### config.mk
export PLATFORM = sky130hd
export DESIGN_NAME = tt_sweep_collector_flat
export DESIGN_NICKNAME = d
export VERILOG_FILES = /design/src/rtl/tt_pkg.sv /design/src/rtl/tt_sweep_collector_if.sv /design/src/rtl/tt_idx_delay.sv /design/src/rtl/tt_sweep_collector.sv /design/src/flat_wrapper.sv
export SDC_FILE = /design/constraint.sdc
export NUM_CORES = 1
export LEC_CHECK = 0
export ABC_AREA = 1
export CAP_MARGIN = 40
export CELL_PAD_IN_SITES_DETAIL_PLACEMENT = 0
export CELL_PAD_IN_SITES_GLOBAL_PLACEMENT = 1
export CORE_ASPECT_RATIO = 1.1
export CORE_MARGIN = 2
export CORE_UTILIZATION = 40
export DETAILED_ROUTE_END_ITERATION = 10
export HOLD_SLACK_MARGIN = 0.12
export PLACE_DENSITY_LB_ADDON = 0.1
export SETUP_SLACK_MARGIN = 0.4
export SLEW_MARGIN = 20
export SYNTH_ARGS = -nofsm -noshare
export SYNTH_HDL_FRONTEND = slang
export SYNTH_SLANG_ARGS = --single-unit
### constraint.sdc
create_clock -name clk -period 5.5 [get_ports clk]
set_clock_uncertainty 0.15 [all_clocks]
set_input_delay 0.825 -clock clk [delete_from_list [all_inputs] [get_ports clk]]
set_output_delay 0.825 -clock clk [all_outputs]
set_load 0.005 [all_outputs]
### src/rtl/tt_pkg.sv
// tt_pkg: shared sizes, FSM state encoding and pattern index type for the truth-table sweeper
package tt_pkg;
  localparam int NUM_IN = 7;
  localparam int TT_W = 2 ** NUM_IN;
  typedef enum logic [1:0] {IDLE, SWEEP, DRAIN, DONE} state_e;
  typedef logic [NUM_IN-1:0] idx_t;
endpackage

### src/rtl/tt_sweep_collector_if.sv
// tt_sweep_collector_if: control, pattern drive and result bundle between collector and its user
interface tt_sweep_collector_if #(parameter int NUM_IN = tt_pkg::NUM_IN);
  localparam int TT_W = 2 ** NUM_IN;
  logic start;
  logic abort;
  logic f_out;
  logic res_ready;
  logic [NUM_IN-1:0] pat;
  logic pat_valid;
  logic busy;
  logic res_valid;
  logic [TT_W-1:0] tt;
  logic [NUM_IN:0] ones;
  modport master (input start, abort, f_out, res_ready, output pat, pat_valid, busy, res_valid, tt, ones);
  modport slave (output start, abort, f_out, res_ready, input pat, pat_valid, busy, res_valid, tt, ones);
endinterface

### src/rtl/tt_idx_delay.sv
// tt_idx_delay: LAT-deep {valid, idx} shift pipeline aligning pattern indices with a registered DUT
module tt_idx_delay #(
  parameter int W = 7,
  parameter int LAT = 0
) (
  input  logic         clk,
  input  logic         rst_n,
  input  logic         clr,
  input  logic         in_v,
  input  logic [W-1:0] in_idx,
  output logic         out_v,
  output logic [W-1:0] out_idx
);
  if (LAT == 0) begin : g_wire
    logic unused_ctl;
    assign unused_ctl = ^{clk, rst_n, clr};
    assign out_v = in_v;
    assign out_idx = in_idx;
  end else begin : g_pipe
    logic [LAT-1:0] v_q, v_d;
    logic [W-1:0] idx_q [LAT];
    logic [W-1:0] idx_d [LAT];
    // shift one stage per cycle; clr kills every in-flight valid
    always_comb begin
      v_d[0] = in_v & ~clr;
      idx_d[0] = in_idx;
      for (int i = 1; i < LAT; i++) begin
        v_d[i] = v_q[i-1] & ~clr;
        idx_d[i] = idx_q[i-1];
      end
    end
    // pipeline registers
    always_ff @(posedge clk or negedge rst_n) begin
      if (!rst_n) begin
        v_q <= '0;
        for (int i = 0; i < LAT; i++) idx_q[i] <= '0;
      end else begin
        v_q <= v_d;
        for (int i = 0; i < LAT; i++) idx_q[i] <= idx_d[i];
      end
    end
    assign out_v = v_q[LAT-1];
    assign out_idx = idx_q[LAT-1];
  end
endmodule

### src/rtl/tt_sweep_collector.sv
// tt_sweep_collector: sweeps all input patterns through a function and packs its outputs into a truth table
module tt_sweep_collector
  import tt_pkg::*;
#(
  parameter int LAT = 0
) (
  input logic clk,
  input logic rst_n,
  tt_sweep_collector_if.master bus
);
  localparam logic [1:0] ST_IDLE = IDLE;
  localparam logic [1:0] ST_SWEEP = SWEEP;
  localparam logic [1:0] ST_DRAIN = DRAIN;
  localparam logic [1:0] ST_DONE = DONE;
  localparam idx_t PAT_LAST = idx_t'(TT_W - 1);
  localparam int CW = LAT > 1 ? $clog2(LAT) : 1;
  localparam logic [CW-1:0] DRAIN_LAST = CW'(LAT > 0 ? LAT - 1 : 0);

  logic [1:0] state_q, state_d;
  idx_t pat_q, pat_d;
  logic pat_valid_q, pat_valid_d;
  logic busy_q, busy_d;
  logic res_valid_q, res_valid_d;
  logic [CW-1:0] cnt_q, cnt_d;
  logic [TT_W-1:0] tt_q, tt_d;
  logic [NUM_IN:0] ones_q, ones_d;
  logic abort_now, ack, clr, cap_v;
  idx_t cap_idx;

  assign abort_now = bus.abort && state_q != ST_IDLE;
  assign ack = res_valid_q && bus.res_ready;

  tt_idx_delay #(.W(NUM_IN), .LAT(LAT)) u_delay (
    .clk(clk),
    .rst_n(rst_n),
    .clr(clr),
    .in_v(pat_valid_q),
    .in_idx(pat_q),
    .out_v(cap_v),
    .out_idx(cap_idx)
  );

  // sweep FSM: pattern counter, drain timer and result handshake; abort wins over everything
  always_comb begin
    state_d = state_q;
    pat_d = pat_q;
    pat_valid_d = 1'b0;
    res_valid_d = 1'b0;
    cnt_d = cnt_q;
    clr = 1'b0;
    if (abort_now) begin
      state_d = ST_IDLE;
      pat_d = '0;
      clr = 1'b1;
    end else if (state_q == ST_IDLE) begin
      if (bus.start) begin
        state_d = ST_SWEEP;
        pat_d = '0;
        pat_valid_d = 1'b1;
        clr = 1'b1;
      end
    end else if (state_q == ST_SWEEP) begin
      pat_d = pat_q + 1'b1;
      cnt_d = '0;
      pat_valid_d = pat_q != PAT_LAST;
      if (pat_q == PAT_LAST) state_d = LAT > 0 ? ST_DRAIN : ST_DONE;
    end else if (state_q == ST_DRAIN) begin
      cnt_d = cnt_q + 1'b1;
      if (cnt_q == DRAIN_LAST) state_d = ST_DONE;
    end else begin
      res_valid_d = !ack;
      if (ack) state_d = ST_IDLE;
    end
    busy_d = state_d == ST_SWEEP || state_d == ST_DRAIN;
  end

  // capture by delayed index so bit placement is independent of latency
  always_comb begin
    tt_d = clr ? '0 : tt_q;
    ones_d = clr ? '0 : ones_q;
    if (!clr && cap_v) begin
      tt_d[cap_idx] = bus.f_out;
      ones_d = ones_q + (NUM_IN + 1)'(bus.f_out);
    end
  end

  // state and result registers
  always_ff @(posedge clk or negedge rst_n) begin
    if (!rst_n) begin
      state_q <= ST_IDLE;
      pat_q <= '0;
      pat_valid_q <= 1'b0;
      busy_q <= 1'b0;
      res_valid_q <= 1'b0;
      cnt_q <= '0;
      tt_q <= '0;
      ones_q <= '0;
    end else begin
      state_q <= state_d;
      pat_q <= pat_d;
      pat_valid_q <= pat_valid_d;
      busy_q <= busy_d;
      res_valid_q <= res_valid_d;
      cnt_q <= cnt_d;
      tt_q <= tt_d;
      ones_q <= ones_d;
    end
  end

  assign bus.pat = pat_q;
  assign bus.pat_valid = pat_valid_q;
  assign bus.busy = busy_q;
  assign bus.res_valid = res_valid_q;
  assign bus.tt = tt_q;
  assign bus.ones = ones_q;
endmodule

### src/flat_wrapper.sv
// flat-port wrapper written by rule: the top's interface ports become plain ports
module tt_sweep_collector_flat import tt_pkg::*;
#(
  parameter int LAT = 0
)
  (clk, rst_n, bus_start, bus_abort, bus_f_out, bus_res_ready, bus_pat, bus_pat_valid, bus_busy, bus_res_valid, bus_tt, bus_ones);
  tt_sweep_collector_if bus_i ();
  input logic clk;
  input logic rst_n;
  input wire logic [$bits(bus_i.start)-1:0] bus_start;
  input wire logic [$bits(bus_i.abort)-1:0] bus_abort;
  input wire logic [$bits(bus_i.f_out)-1:0] bus_f_out;
  input wire logic [$bits(bus_i.res_ready)-1:0] bus_res_ready;
  output wire logic [$bits(bus_i.pat)-1:0] bus_pat;
  output wire logic [$bits(bus_i.pat_valid)-1:0] bus_pat_valid;
  output wire logic [$bits(bus_i.busy)-1:0] bus_busy;
  output wire logic [$bits(bus_i.res_valid)-1:0] bus_res_valid;
  output wire logic [$bits(bus_i.tt)-1:0] bus_tt;
  output wire logic [$bits(bus_i.ones)-1:0] bus_ones;
  assign bus_i.start = bus_start;
  assign bus_i.abort = bus_abort;
  assign bus_i.f_out = bus_f_out;
  assign bus_i.res_ready = bus_res_ready;
  assign bus_pat = bus_i.pat;
  assign bus_pat_valid = bus_i.pat_valid;
  assign bus_busy = bus_i.busy;
  assign bus_res_valid = bus_i.res_valid;
  assign bus_tt = bus_i.tt;
  assign bus_ones = bus_i.ones;
  tt_sweep_collector #(.LAT(LAT)) u_core (.clk(clk), .rst_n(rst_n), .bus(bus_i));
endmodule
# After elaboration in Yosys (flattened, before gate mapping)
# Index checks and enable logic that the tools add are counted.
[classes] n_addsub=3 order_cmp=2 n_eq_ne=7 n_mux=31 bitwise_logic=2 reduce_logical=14
[ops] op="$mux W128" n=2
[ops] op="$bwmux W128" n=1
[ops] op="$mux W7" n=4
[ops] op="$mux W2" n=8
[ops] op="$mux W8" n=2
[ops] op="$mux W1" n=13
[ops] op="$add A8 B1 Y8" n=1
[ops] op="$lt A7 B8 Y1 const B" n=1
[ops] op="$add A7 B1 Y7 const B" n=1
[ops] op="$demux W1 S7" n=1
[ops] op="$eq A7 B7 Y1 const B" n=1
[ops] op="$ge A7 B1 Y1 const B" n=1
[ops] op="$ne A7 B7 Y1 const B" n=1
[ops] op="$reduce_bool A2 Y1" n=3
[ops] op="$eq A2 B1 Y1 const B" n=2
[ops] op="$eq A2 B2 Y1 const B" n=2
[ops] op="$logic_and A1 B1 Y1" n=4
[ops] op="$ne A3 B2 Y1 const B" n=1
[ops] op="$reduce_and A3 Y1" n=1
[ops] op="$reduce_bool A3 Y1" n=1
[ops] op="$logic_not A1 Y1" n=2
[ops] op="$logic_not A2 Y1" n=1
[ops] op="$not A1 Y1" n=2
[ops] op="$reduce_and A2 Y1" n=1
[ops] op="2 further kinds" n=2
[totals] ff_bits=149 in_bits=6 output_inout_bits=146 wordCells=67

# Depth between registers and ports, before layout
# Gate-level depths: netlist (run 1).
[logic_depth] depth_word=8 mapped_depth=11 ltp_nobuf=11

# Cells and area by module
# From an unflattened synthesis (run 1), not the netlist that was laid out.
[unflattened] cells_unflattened=765 area_unflattened_um2=6708.9
[by_module_without_submodules] mod="tt_sweep_collector" n_inst=1 cells_per_inst=757 area_per_inst_um2=6648.9 seq_area_each_um2=3728.6
[by_module_without_submodules] mod="tt_idx_delay" n_inst=1 cells_per_inst=8 area_per_inst_um2=60.1 seq_area_each_um2=0.0

# Worst setup path after synthesis (run 1)
# Ideal clock, no wire load.
[synth_path] path_kind="input-to-reg" from="input bus_start" to="register u_core.tt_q[96] (netlist: u_core.bus.tt[96])" setup_ns=0.132 t_arrival_ns=1.748 required_ns=5.218 slack_ns=3.470 cell_stages=9 n_path_buf=1 cell_sequence="inv_1 > nand2_1 > nand2_2 > nand2_4 > buf_6 > nor2_4 > nand2_1 > nand3_1 > o21ai_1"
[synth_via] elab_chain_cells=6 word_cells_on_any_way=8 classes_between="mux (6); reduce/logical (2)"
[synth_rtl] item="start: declaration" line_no="flat_wrapper.sv:10" text="input wire logic [$bits(bus_i.start)-1:0] bus_start;"
[synth_rtl] item="$mux W1 *" line_no="tt_sweep_collector.sv:56" text="if (bus.start) begin"
[synth_rtl] item="$mux W1 *" line_no="tt_sweep_collector.sv:55" text="end else if (state_q == ST_IDLE) begin"
[synth_rtl] item="$mux W1 *" line_no="tt_sweep_collector.sv:51" text="if (abort_now) begin"
[synth_rtl] item="$mux W128 or $logic_not A1 Y1 (tied branches)" line_no="tt_sweep_collector.sv:79, tt_sweep_collector.sv:81"
[synth_rtl] item="$bwmux W128 or $logic_and A1 B1 Y1 (tied branches)" line_no="tt_sweep_collector.sv:82, tt_sweep_collector.sv:81"
[synth_rtl] item="$mux W128 *" line_no="tt_sweep_collector.sv:81" text="if (!clr && cap_v) begin"
[synth_rtl] item="via u_core.tt_d[96]" line_no="tt_sweep_collector.sv:25" text="logic [TT_W-1:0] tt_q, tt_d;"
[synth_rtl] item="end signal: assignment" line_no="tt_sweep_collector.sv:105" text="tt_q <= tt_d;"
[synth_rtl] item="end: declaration" line_no="tt_sweep_collector.sv:25"
# The timed path passes the listed nets; every way through them passes the cells marked *.
# A chain may end at the register's enable or synchronous reset.

# Worst setup path in the final report (run 1)
[layout_path] from="input bus_start" to="register u_core.tt_q[31] (netlist: u_core.bus.tt[31])"
# Same word-level chain as after synthesis.

==> metrics, run 1 <==
mapped cell area 6568 um2; total power 2843 uW; most frequent cells in the layout nand2_1, clkdlybuf4s50_1, dfrtp_1; P_sw 930.3 uW; clock share of power 0.384; total core area 16,190 um2; postcts setup bufs 0; crit path kind input port to flop; crit-path max FO 31; clk sinks 149; Syn-to-layout area delta 36.18%; Post-synth ARST share 1.000; DIE AREA 17,460 um2; Num CTS Buffers 17; share of cells above drive strength 1 0.08159; top-area cell type share of the netlist area 0.5677; worst hold slack 160.1 ps; CP Data Required Time 5650 ps; initial antenna violation count 0; count of cell types in the netlist 29; RePlAce Congestion 0.8184; Net Sw Frac 0.3272; starting DRC count in detailed routing 539; fin util 0.5526; Tot GR Track Use 0.2267; largest net degree at the start of global routing 76; clock root buffer master clkbuf_16; Worst VDD drop 0.2138 mV; status completed; Port-buffer cells 151; Avg Synthesized Cell Area 8.804 um2; detailed-route wire length 19,340 um; # rows 49; Cells after Synth 746; R2R setup slack 2870 ps; Setup violations, final 0; final hold vios 0; HPWL after detailed placement 12,800 um; Hold WC Path Type input port to asynchronous set/reset pin; setup tns final 0 ps; design area 8944 um2; max_cap viols 0; GRT busiest layer met2; Slew Viols, Final 0; Int Power 1913 uW; Seq pwr share 0.413; Worst-Margin Slew 580.5 ps; sequential-to-total area share from yosys stat 0.5677; n_diodes 0; CTS tree done; CTS max path bufs 2; residual overflow from global routing 0; Clock Latency Late Sink 420 ps; Die Y 138.4 um; Worst Reg-to-Reg Cells 9; CP Launch Type input port; Worst setup EP type flop; RSZ-0062 raised after global routing no; Post-CTS Hold Fix Bufs 0; post-placement cell area 8393 um2; Area contributors post-synth dfrtp_1, nand2_1, nand3_1, o21ai_1, o21ai_0; met1 usage 0.3324; Ys Warns 0; period utilization 0.5033; total number of vias 5,850; Static Leak 0.003660 uW; number of synthesized flops with an enable pin 0; #FFs+latches synth 149; Rel. slew slack 0.6109; met3 GRT Util 0.05186; DR vias/cell 5.266; Syn Nets 758; DRT Pass-1 Iters 5; CTS H-tree depth 4; Yosys top cell by area dfrtp_1; vias in the first global route 5,562; Max Fclk 361.3 MHz; arrival time worst endpoint 2920 ps; minimum clock period 2768 ps; Combinational Power Share 0.203; Final nets 906; Remaining DRCs 0; Antenna Nets Post-Route 0; CTS clk-pin slew, worst paths 60 ps; starting density of the core 0.4058; I/O Pins 152; Chip Width 126.2 um; power density over the cells 317.9 nW/um2; Wirelength per Cell 17.41 um; Synth Flop Type dfrtp_1; fillers 1,513; cts repair resizes 0; met2 GRT Util 0.3418; most common cell after layout, fill and taps aside nand2_1; first-pass GRT wire length 31,370 um
## critical path, stage by stage
cell	delay [ps]
clkdlybuf4s50_1	430
inv_1	80
nand2_1	140
nand2_4	340
nand2_4	320
nor2_2	430
nand2_1	170
nor2_1	120
a21oi_1	50
## logic make-up after synthesis
logic type / count (synthesis) / share of synthesized area
compound gates: 149 / 0.1162
fa+ha+maj: 6 / 0.01143
buf+inv: 64 / 0.03982
flops: 149 / 0.5677
simple gates: 378 / 0.2648
## power groups by stage
stage | Sequential (uW) | Clock [uW] | Combinational [uW]
detailed placement | 1190 | 0 | 574
global placement | 1190 | 0 | 540
floorplan | 1180 | 0 | 336
global route | 1180 | 1170 | 634
finish | 1170 | 1090 | 577
CTS | 1170 | 1120 | 577
## worst paths after layout
check | from | to
max in group asynchronous | rst_n | u_core.bus.tt[51]
min | rst_n | u_core.bus.tt[78]
max reg2reg | u_core.state_q[1] | u_core.bus.tt[31]
min in group clk | u_core.cnt_q | u_core.cnt_q
max | bus_start | u_core.bus.tt[31]
min reg2reg | u_core.cnt_q | u_core.cnt_q
## flip-flops by register name, indices dropped and copies added, names as in the netlist
name,flops
u_core.bus.pat_valid,1
u_core.bus.busy,1
u_core.bus.ones,8
u_core.bus.tt,128
u_core.state_q,2
u_core.cnt_q,1
u_core.bus.pat,7
u_core.bus.res_valid,1
## synth_stat cells (2+ instances only)
cell / count
a21oi_1: 11
nand3_1: 133
buf_2: 11
nor2_1: 24
inv_1: 25
ha_1: 6
nor2_4: 10
nor3_2: 5
buf_1: 8
nor2_2: 7
o21ai_0: 51
nand2_1: 184
clkbuf_1: 16
o21bai_1: 2
inv_2: 3
o21ai_1: 80
nor3_1: 10
dfrtp_1: 149
## area by class of cell
type                            instances  area (um2)  area share
Clock buffer                           20       446.7     0.04994
Inverter                               28       106.4     0.01189
Multi-Input combinational cell        533        2603      0.2910
Clock inverter                         12       103.9     0.01161
Timing Repair Buffer                  165        1700      0.1901
Tap cell                              204       255.2     0.02854
Sequential cell                       149        3729      0.4169
## per-stage QoR
step	worst slack, ps	cells
2_1_floorplan	3470	746
3_3_place_gp	2198	1072
3_5_place_dp	2303	1079
4_1_cts	2749	1111
5_1_grt	2586	1111
6_report	2732	1111
## layer usage
layer  share of wire  vias to the layer above
li1                -                     2832
met1            0.48                     2821
met2            0.46                      181
met3           0.052                       16
met4           0.011                        0
met5               0                        -
(Power assumes the default switching activity.)
==> run 2: changes to the inputs <==
--- a/config.mk
+++ b/config.mk
@@ -11,7 +11,7 @@
 export CELL_PAD_IN_SITES_GLOBAL_PLACEMENT = 1
 export CORE_ASPECT_RATIO = 1.1
 export CORE_MARGIN = 2
-export CORE_UTILIZATION = 40
+export CORE_UTILIZATION = 34
 export DETAILED_ROUTE_END_ITERATION = 10
 export HOLD_SLACK_MARGIN = 0.12
 export PLACE_DENSITY_LB_ADDON = 0.1
==> constraint.sdc (replaced) <==
create_clock -name clk -period 2.5 [get_ports clk]
set_clock_uncertainty 0.15 [all_clocks]
set_input_delay 0.375 -clock clk [delete_from_list [all_inputs] [get_ports clk]]
set_output_delay 0.375 -clock clk [all_outputs]
set_load 0.005 [all_outputs]
==> run 2 against run 1 <==
Non-clock buffer count is 21 higher. Sequential power increased by 120%. Critical endpoint is now bus_pat[0]. First-iteration DRC count shrank 17%. Total power is 140% higher. Global-route usage fell by 2.2 points.
==> metrics, run 2 (synthesized netlist as in run 1, its figures left out) <==
status completed; Slew Viols, Final 0; crit-path max FO 7; Static Leak 0.003797 uW; first-pass GRT wire length 31,890 um; Final nets 928; clk sinks 149; total core area 19,030 um2; RSZ-0062 raised after global routing no; Syn-to-layout area delta 42.07%; CTS clk-pin slew, worst paths 60 ps; RePlAce Congestion 0.8549; R2R setup slack 550 ps; largest net degree at the start of global routing 91; Max Fclk 497.3 MHz; crit path kind flop to output port; DR vias/cell 5.100; CTS H-tree depth 4; CP Data Required Time 1980 ps; Hold WC Path Type flop to flop; share of cells above drive strength 1 0.1153; total number of vias 5,992; Worst-Margin Slew 651.9 ps; period utilization 0.8044; detailed-route wire length 20,700 um; I/O Pins 152; Rel. slew slack 0.5654; CP Launch Type flop; most common cell after layout, fill and taps aside nand2_1; vias in the first global route 5,677; Setup violations, final 0; DIE AREA 20,450 um2; Metal-1 WL 9347 um; Tot GR Track Use 0.2049; # rows 53; DRT Pass-1 Iters 6; CTS max path bufs 2; delay-heaviest family, CP buffers and inverters; starting DRC count in detailed routing 448; fin util 0.4902; Clock Latency Late Sink 420 ps; Remaining DRCs 0; initial antenna violation count 0; Worst setup EP type output port; power density over the cells 725.3 nW/um2; arrival time worst endpoint 1490 ps; Chip Width 136.5 um; DR top layer met4; residual overflow from global routing 0; slowest stage delay, CP 570 ps; max_cap viols 0; wire length on met3 1095 um; minimum clock period 2011 ps; Antenna Nets Post-Route 0; Buffers & Inverters on Critical Path 1; most frequent cells in the layout nand2_1, clkdlybuf4s50_1, dfrtp_1; starting density of the core 0.3451; Cell Chain, Critical Path clkdlybuf4s50_1; CP max-delay cell clkdlybuf4s50_1; Largest register FFs 128; Die Y 149.8 um; Wirelength per Cell 17.62 um; n_diodes 0; HPWL after detailed placement 13,420 um; setup tns final 0 ps; met2 wire length 9858 um; Worst VDD drop 0.5693 mV; clock root buffer master clkbuf_16; Num CTS Buffers 17; Port-buffer cells 151; setup slack at placement 144.9 ps; total power 6767 uW; final hold vios 0; fillers 1,778; PnR worst setup slack 489.1 ps; CTS tree done
## run 2: cell types whose count changed in the layout (fill, tap and decap cells not counted), moves of 4 or more
cell     previous run  this run
dfrtp_1           149       145
nor2_4             10        16
nand2_2             0         6
dfrtp_2             0         4
nand2_1           184       177
buf_12              1         6
nor2_2              8         3
buf_4               7        27
## run 2: final timing paths
check,from,end,cells after the start
max,u_core.bus.pat[0],bus_pat[0],1
min,u_core.cnt_q,u_core.cnt_q,1
max reg2reg,u_core.state_q[1],u_core.bus.tt[65],9
min reg2reg,u_core.cnt_q,u_core.cnt_q,1
max in group asynchronous,rst_n,u_core.bus.tt[121],3
min in group asynchronous,rst_n,u_core.bus.tt[76],2
## run 2: metrics by stage
stage | hold WS, ps | area (um2) | cells
after floorplan | -70.59 | 6568 | 746
after global placement | 271.9 | 8526 | 1131
after detailed placement | 274.0 | 8526 | 1131
after CTS | 334.3 | 9170 | 1163
after global routing | 354.2 | 9330 | 1175
final | 329.7 | 9330 | 1175
## run 2: timing repair
item | in CTS | in global routing
gates resized for setup | 10 | 18
pin swaps | 1 | 6
hold buffers | 1 | 0
endpoints found under the hold margin | 59 | 0
setup endpoints to repair | 129 | 138
buffers inserted | 0 | 11
gates cloned | 0 | 1
## run 2: layout make-up
class / instances / area (um2) / share of cell area
timing repair buffer: 186 / 1861 / 0.1994
tap: 247 / 309.0 / 0.03312
sequential: 149 / 3734 / 0.4002
clock buffer: 22 / 464.2 / 0.04975
clock inverter: 9 / 127.6 / 0.01368
inverter: 28 / 108.9 / 0.01167
multi-input combinational: 534 / 2726 / 0.2922
## run 2: layer usage
metal  vias up  track usage
met5         -            0
met4         0      0.07135
met3        25      0.04505
met2       179       0.3185
met1      2904       0.2823
li1       2884            -
## run 2: where the power goes
part	leakage (uW)	internal [uW]	switching (uW)	total, uW
Combinational	0.00144	489	1090	1570
Sequential	0.00207	2490	93.7	2580
Clock	0.000294	1610	998	2610
